<file path="src/rtl/fwd_hazard_ctrl.sv">
// Forwarding and hazard control for the 5-stage pipeline.
// Drives the EX operand mux selects (registered, computed in ID) and the
// combinational stall/bubble/flush controls. Keeps a shadow pipeline of
// destination tags (ID/EX, EX/MEM, MEM/WB).
// Optional: define HAZ_PERF_EN to add saturating performance counters.
module fwd_hazard_ctrl #(
    parameter int unsigned REG_W = 5,
    parameter int unsigned CNT_W = 32
) (
    input  logic             clk,
    input  logic             rst,
    input  logic             id_valid,
    input  logic [REG_W-1:0] id_rs,
    input  logic [REG_W-1:0] id_rt,
    input  logic             id_use_rs,
    input  logic             id_use_rt,
    input  logic [REG_W-1:0] id_rd,
    input  logic             id_regwrite,
    input  logic             id_memread,
    input  logic             ex_flush,
    input  logic             mem_stall,
    output logic [1:0]       fwd_a,
    output logic [1:0]       fwd_b,
    output logic             stall,
    output logic             bubble,
    output logic             flush
`ifdef HAZ_PERF_EN
    ,
    output logic [CNT_W-1:0] perf_stall_cnt,
    output logic [CNT_W-1:0] perf_flush_cnt,
    output logic [CNT_W-1:0] perf_fwd_cnt
`endif
);

    typedef struct packed {
        logic             valid;
        logic [REG_W-1:0] rd;
        logic             regwrite;
        logic             memread;
    } tag_t;

    // A stage supplies reg r only if it really writes it; r0 is never forwarded.
    function automatic logic tag_match(input tag_t t, input logic [REG_W-1:0] r);
        return t.valid & t.regwrite & (t.rd == r) & (r != '0);
    endfunction

    // Youngest writer wins: the ID/EX producer will sit in EX/MEM when the consumer is in EX.
    function automatic logic [1:0] fwd_sel(input logic use_r, input logic [REG_W-1:0] r,
                                           input tag_t idex, input tag_t exmem);
        if (!use_r)                 return 2'b00;
        else if (tag_match(idex, r))  return 2'b01;
        else if (tag_match(exmem, r)) return 2'b10;
        else                        return 2'b00;
    endfunction

    tag_t       idex_q, idex_d;
    tag_t       exmem_q, exmem_d;
    tag_t       memwb_q, memwb_d;
    logic [1:0] fwd_a_q, fwd_a_d;
    logic [1:0] fwd_b_q, fwd_b_d;
    logic       load_use;

    // MEM/WB is tracked for completeness; WB->ID bypass lives in the regfile.
    logic unused_memwb;
    assign unused_memwb = ^memwb_q;

    // Hazard detection, combinational controls and next-state of tags/selects.
    always_comb begin
        load_use = id_valid & idex_q.memread &
                   ((id_use_rs & tag_match(idex_q, id_rs)) |
                    (id_use_rt & tag_match(idex_q, id_rt)));

        stall  = 1'b0;
        bubble = 1'b0;
        flush  = 1'b0;
        if (!rst) begin
            if (mem_stall) begin
                stall = 1'b1;
            end else if (ex_flush) begin
                flush  = 1'b1;
                bubble = 1'b1;
            end else if (load_use) begin
                stall  = 1'b1;
                bubble = 1'b1;
            end
        end

        idex_d  = idex_q;
        exmem_d = exmem_q;
        memwb_d = memwb_q;
        fwd_a_d = fwd_a_q;
        fwd_b_d = fwd_b_q;
        if (!mem_stall) begin
            memwb_d = exmem_q;
            exmem_d = idex_q;
            if (id_valid && !ex_flush && !load_use) begin
                idex_d  = '{valid: 1'b1, rd: id_rd, regwrite: id_regwrite, memread: id_memread};
                fwd_a_d = fwd_sel(id_use_rs, id_rs, idex_q, exmem_q);
                fwd_b_d = fwd_sel(id_use_rt, id_rt, idex_q, exmem_q);
            end else begin
                idex_d  = '0;
                fwd_a_d = 2'b00;
                fwd_b_d = 2'b00;
            end
        end
    end

    // Tag shadow pipeline and registered forwarding selects.
    always_ff @(posedge clk) begin
        if (rst) begin
            idex_q  <= '0;
            exmem_q <= '0;
            memwb_q <= '0;
            fwd_a_q <= 2'b00;
            fwd_b_q <= 2'b00;
        end else begin
            idex_q  <= idex_d;
            exmem_q <= exmem_d;
            memwb_q <= memwb_d;
            fwd_a_q <= fwd_a_d;
            fwd_b_q <= fwd_b_d;
        end
    end

    assign fwd_a = fwd_a_q;
    assign fwd_b = fwd_b_q;

`ifdef HAZ_PERF_EN
    logic [CNT_W-1:0] stall_cnt_q, stall_cnt_d;
    logic [CNT_W-1:0] flush_cnt_q, flush_cnt_d;
    logic [CNT_W-1:0] fwd_cnt_q, fwd_cnt_d;
    logic             inc_stall, inc_flush, inc_fwd;

    // Saturating counter increments; nothing counts while the pipe is frozen.
    always_comb begin
        inc_stall   = !mem_stall && !ex_flush && load_use;
        inc_flush   = !mem_stall && ex_flush;
        inc_fwd     = !mem_stall && ((fwd_a_d != 2'b00) || (fwd_b_d != 2'b00));
        stall_cnt_d = (inc_stall && (stall_cnt_q != '1)) ? stall_cnt_q + 1'b1 : stall_cnt_q;
        flush_cnt_d = (inc_flush && (flush_cnt_q != '1)) ? flush_cnt_q + 1'b1 : flush_cnt_q;
        fwd_cnt_d   = (inc_fwd && (fwd_cnt_q != '1)) ? fwd_cnt_q + 1'b1 : fwd_cnt_q;
    end

    // Performance counter registers.
    always_ff @(posedge clk) begin
        if (rst) begin
            stall_cnt_q <= '0;
            flush_cnt_q <= '0;
            fwd_cnt_q   <= '0;
        end else begin
            stall_cnt_q <= stall_cnt_d;
            flush_cnt_q <= flush_cnt_d;
            fwd_cnt_q   <= fwd_cnt_d;
        end
    end

    assign perf_stall_cnt = stall_cnt_q;
    assign perf_flush_cnt = flush_cnt_q;
    assign perf_fwd_cnt   = fwd_cnt_q;
`else
    localparam int unsigned cnt_w_unused = CNT_W;
`endif

endmodule

</file>
<file path="config.mk">
export PLATFORM = sky130hd
export DESIGN_NAME = fwd_hazard_ctrl
export DESIGN_NICKNAME = d
export VERILOG_FILES = /design/src/rtl/fwd_hazard_ctrl.sv
export SDC_FILE = /design/constraint.sdc
export NUM_CORES = 1
export LEC_CHECK = 0
export CAP_MARGIN = 20
export CORE_ASPECT_RATIO = 0.9
export CORE_MARGIN = 1
export CORE_UTILIZATION = 41
export CTS_CLUSTER_SIZE = 28
export DETAILED_ROUTE_END_ITERATION = 8
export PLACE_DENSITY = 0.81
export SETUP_SLACK_MARGIN = 0.4
export SLEW_MARGIN = 25
export SYNTH_ARGS = -nofsm -noshare
export SYNTH_HDL_FRONTEND = slang
export SYNTH_SLANG_ARGS = --single-unit
</file>
<file path="constraint.sdc">
create_clock -name clk -period 2 [get_ports clk]
set_clock_uncertainty 0.2 [all_clocks]
set_input_delay 0.3 -clock clk [delete_from_list [all_inputs] [get_ports clk]]
set_output_delay 0.3 -clock clk [all_outputs]
set_load 0.02 [all_outputs]
</file>
# ---- After elaboration in Yosys (flattened, before gate mapping)
# Index checks and enable logic that the tools add are counted.
# Widths: inputs -> output; s select.
dict set report word_totals {
  register_bits 19
  in_bits 24
}
dict set report op_classes {
  n_eq_ne 4
  n_mux 19
  bitwise_logic 15
  n_reduce_logical 6
}
# op n
set ops {}
lappend ops {{$eq 5x5->1} 4}
lappend ops {{$mux 2} 8}
lappend ops {{$and 1x1->1} 14}
lappend ops {{$mux 1} 10}
lappend ops {{$reduce_bool 5->1} 2}
lappend ops {{$mux 8} 1}
lappend ops {{$logic_and 1x1->1} 2}
lappend ops {{$logic_not 1->1} 2}
lappend ops {{$or 1x1->1} 1}

# ---- Logic depth before layout (Yosys ltp)
dict set report logic_depth {
  ltp_word 10
  depth_mapped 7
}

# ---- Least setup slack after synthesis
# OpenSTA, ideal clock, no wires.
dict set report synth_path {
  path_kind {reg2out}
  from {reg idex_q[2] (netlist bit)}
  to {out stall}
  arrival_time_ns 1.878
  required_time_ns 1.500
  path_slack_ns -0.378
  path_stages_with_launch 8
  path_buffers 1
  cell_sequence {dfxtp_1 > nor2b_1 > a2111o_1 > nor4_4 > o211a_1 > o21ai_2 > buf_6 > o31ai_2}
}
dict set report synth_via {
  elab_chain_cells 10
  word_cells_on_any_way 14
  classes_between {eq/ne: 2; mux: 4; bitwise: 8}
}
# item line_no
set synth_rtl {}
lappend synth_rtl {{start: declaration} 56} ;# tag_t idex_q, idex_d;
lappend synth_rtl {{start signal: assignment} 117} ;# idex_q <= idex_d;
lappend synth_rtl {{$eq 5x5->1} 44} ;# return t.valid & t.regwrite & (t.rd == r) & (r != '0);
lappend synth_rtl {{$and 1x1->1 (2 in a row)} 44}
lappend synth_rtl {{$and 1x1->1, on equally long branches} {70, 71}}
lappend synth_rtl {{$or 1x1->1 (*)} 70} ;# ((id_use_rs & tag_match(idex_q, id_rs)) |
lappend synth_rtl {{$and 1x1->1 (*)} 69} ;# load_use = id_valid & idex_q.memread &
lappend synth_rtl {{$mux 1 (*)} 82} ;# end else if (load_use) begin
lappend synth_rtl {{$mux 1 (*)} 79} ;# end else if (ex_flush) begin
lappend synth_rtl {{$mux 1 (*)} 77} ;# if (mem_stall) begin
lappend synth_rtl {{$mux 1 (*)} 76} ;# if (!rst) begin
lappend synth_rtl {{end: declaration} 24} ;# output logic stall,
# Every way passes the cells marked *; elsewhere a longest branch is shown, timed or not.

# ---- Worst setup path in the final report
dict set report layout_path {
  from {reg idex_q[1] (netlist bit)}
  to {out stall}
}
dict set report layout_via {
  elab_chain_cells 10
  word_cells_on_any_way 13
  classes_between {mux: 4; bitwise: 9}
}
# item line_no
set layout_rtl {}
lappend layout_rtl {{$and 1x1->1 (*)} 44}
lappend layout_rtl {{$and 1x1->1 (2 in a row)} 44}
lappend layout_rtl {{$and 1x1->1, on equally long branches} {70, 71}}
lappend layout_rtl {{$or 1x1->1 (*)} 70}
lappend layout_rtl {{$and 1x1->1 (*)} 69}
lappend layout_rtl {{$mux 1 (*)} 82}
lappend layout_rtl {{$mux 1 (*)} 79}
lappend layout_rtl {{$mux 1 (*)} 77}
lappend layout_rtl {{$mux 1 (*)} 76}
# Marks and branches as above.

==> results.md <==
- The checks that failed: negative setup slack.
- For the worst-skew pair, the clock arrives at the later sink with an insertion delay of 0.31 ns.
- In this run the remaining antenna-violating nets after routing total 0.
- The row count is 16.
- In this run the worst path has a maximum fanout of 3.
- The maximum achievable frequency is 0.405 GHz.
- Dividing total power by cell area gives a power density of 457 nW/um2.
- The type of the most critical hold path is register to register.
- The top cell type by area accounts for 37.5% of the synthesized area.
- STA classifies the critical path endpoint as a primary output.
- Across all hold checks on the routed design, the worst slack comes to 0.294 ns.
- The number of buffers inserted during clock tree synthesis is 3.
- The cell sitting at the root of the clock tree is a clkbuf_4.
- The antenna diode instance count is 0.
- After clock tree synthesis, the clock-pin slew on the worst setup and hold paths is 0.13 ns.
- The starting DRC count in detailed routing is 8.
- The mapped netlist covers 1010 um2.
- In the final layout, the share of cells above drive strength 1 is 38.3%.
- The boundary pin count is 31.
- The effective utilization at floorplan is 44.8%.
- The count of maximum capacitance violations is 0.
- The reg-to-reg setup timing slack is -0.28 ns.
- The count of yosys warnings during synthesis is 0.
- Yosys mapped the design onto 36 distinct sky130hd cell types.
- The leading area contributor after synthesis is dfxtp_1.
- The via count of the first global-routing pass was 1127.
- The share of the yosys chip area belonging to registers is 37.5%.
- The largest net degree at the start of global routing is 13.
- The combined global-route utilization of all metal layers is 26.8%.
- Synthesis produced a netlist with a net count of 128.
- For this run, the post-layout net count is 192.
- The initial antenna violation count is 0.
- The wire length of the first global-routing pass is 5140 um.
- Counting along the longest clock path gives a buffer depth of 2.
- The final count of hold timing violations is 0.
- The mean number of vias per cell is 5.37.
- Buffers placed on the I/O ports in this run total 30.
- Wires add up to 3190 um.
- The area of the core region is 2260 um2.
- After layout, the worst setup slack is -0.468 ns.
- In this run the mean area of a mapped cell was 9.74 um2.
- The type of the worst setup path is register to primary output.
- The post-route DRC violation count is 0.
- The final routed wire length divided by cell count is 16.4 um.
- Counting every instance in the synthesized netlist gives 104.
- The data arrival at the endpoint of the critical path is 1.97 ns.
- Counting flops and latches in the post-synthesis netlist gives 19.
- The clock period minus worst slack is 2.47 ns.
- CTS built an H-tree with a depth of 1.
- The number of max-slew violations in the final report came to 0.
- The post-route clock period utilization is 123%.
- The remaining max-slew budget at the tightest pin is 73.6%.
- The worst-case IR drop observed on VDD is 0.603 mV.
- The clock drives 19 sinks.
- Summing over every cut layer, the via total after detailed routing is 1042.
- The critical path data required time is 1.50 ns.
- The clock tree from TritonCTS is built.
- At the end of routability-driven placement, the weighted congestion stood at 0.839.
- The number of endpoints failing setup at the final stage is 13.
- The layout overhead on the synthesized area is 65.3%.
- Global routing finished with a remaining overflow of 0.
- In the post-synthesis netlist, the biggest area contributors are dfxtp_1, xnor2_1, a32o_1.
- The height of the die is 49.2 um.
- At the pin with the least slew margin, the transition time is 0.392 ns.
- The run finished, with violations left.
- The die footprint is 2670 um2.
- The HPWL after detailed placement is 2300 um.
- The total leakage power is 0.000695 uW.
- The startpoint kind of the worst setup timing path is a register.
- From left edge to right edge, the die measures 54.4 um.
- Setup repair after global routing could not meet its margin everywhere.
- The iteration count of the initial detailed-routing pass is 4.
- The final setup TNS is -3.52 ns.
-- flip-flops by register name (all words and copies together), names as in the netlist --
| register | cells |
|---|---|
| exmem_q | 7 |
| fwd_a | 2 |
| fwd_b | 2 |
| idex_q | 8 |
-- power breakdown --
| group | leakage (uW) | internal (uW) | switching [uW] |
|---|---|---|---|
| Combinational | 0.000523 | 94.4 | 69.0 |
| Clock | 0.0000139 | 76.2 | 137 |
| Sequential | 0.000157 | 382 | 7.49 |
-- cells by family (layout without fill, tap and decap cells) --
kind of cell	after synthesis	count (layout)	share of synthesized area (%)
simple gates	34	34	20.0
flops	19	19	37.5
compound gates	20	20	17.5
xor+xnor	17	17	14.7
mux	7	7	6.91
buf+inv	7	70	3.33
-- synthesized netlist by cell type, drive strengths merged --
cell type  count
a2111o         1
a21oi          1
a22o           3
a22oi          1
a32o           7
and2           1
and2b          1
buf            3
clkbuf         1
dfxtp         19
inv            3
mux2i          7
nand2          4
nand2b         1
nand3          2
nand4          2
nor2          10
nor2b          3
nor3           3
nor4           2
nor4b          1
o211a          1
o211ai         1
o21ai          2
o21bai         1
o22ai          1
o31ai          1
or3            1
or4            2
or4b           1
xnor2         13
xor2           4
-- metrics by stage --
| step | setup WS [ns] | std cells | cell area, um2 | util (%) | power [uW] |
|---|---|---|---|---|---|
| 4_1_cts | -0.481 | 188 | 1620 | 71.5 | 762 |
| 3_3_place_gp | -1.03 | 183 | 1540 | 68.2 | 557 |
| 2_1_floorplan | -0.102 | 104 | 1040 | - | 458 |
| 3_5_place_dp | -1.08 | 183 | 1540 | 68.2 | 562 |
| 6_report | -0.468 | 194 | 1680 | 74.1 | 766 |
| 5_1_grt | -0.554 | 194 | 1680 | 74.1 | 797 |
-- critical path, stage by stage, from the launching register on --
cell	delay [ns]
dfxtp_2	0.35
nand2_2	0.07
a2111o_1	0.43
nor4_4	0.18
o211a_4	0.22
o21ai_4	0.09
o31ai_4	0.19
buf_6	0.15
-- cell type report --
type,count,area [um2]
Multi-Input combinational cell,78,673
Clock inverter,1,7.51
Sequential cell,19,395
Clock buffer,3,22.5
Tap cell,27,33.8
Timing Repair Buffer,63,532
Fill cell,176,587
Inverter,3,11.3
-- cell usage in the layout (no fill, tap or decap), drive strengths merged, types with 2 or more instances in the layout --
cell           count
a22o               3
a32o               7
buf               36
clkbuf             3
clkdlybuf4s50     11
dfxtp             19
dlygate4sd2       16
inv                3
mux2i              7
nand2              4
nand3              2
nand4              2
nor2              10
nor2b              3
nor3               3
nor4               2
o21ai              2
or4                2
xnor2             13
xor2               4
-- final timing paths --
kind                                        startpoint                     end  depth (start not counted)
worst min register to register   fwd_b[0]$_SDFFE_PP0N_   fwd_b[0]$_SDFFE_PP0N_                          2
worst max-delay path            idex_q[1]$_SDFFE_PP0N_                   stall                          7
worst max register to register  idex_q[1]$_SDFFE_PP0N_  idex_q[0]$_SDFFE_PP0N_                          9
worst min-delay path             fwd_b[0]$_SDFFE_PP0N_   fwd_b[0]$_SDFFE_PP0N_                          2
-- repair_timing --
| item | in CTS | in global routing |
|---|---|---|
| cloned | 0 | 1 |
| gates resized for setup | 46 | 5 |
| hold buffers | 0 | 0 |
| setup endpoints to repair | 19 | 15 |
| pin swaps | 11 | 6 |
| buffers inserted | 1 | 5 |
-- per-layer routing --
| layer | up-vias | global-route usage [%] | part of all wire (%) | wire length [um] |
|---|---|---|---|---|
| li1 | 510 | - | - | - |
| met1 | 501 | 34.6 | 44 | 1410 |
| met2 | 25 | 44.5 | 52 | 1650 |
| met3 | 6 | 5.61 | 2.9 | 91 |
| met4 | 0 | 5.98 | 1.4 | 46 |
| met5 | - | 0 | 0 | 0 |
No activity file was read; power rests on OpenSTA's default activity.
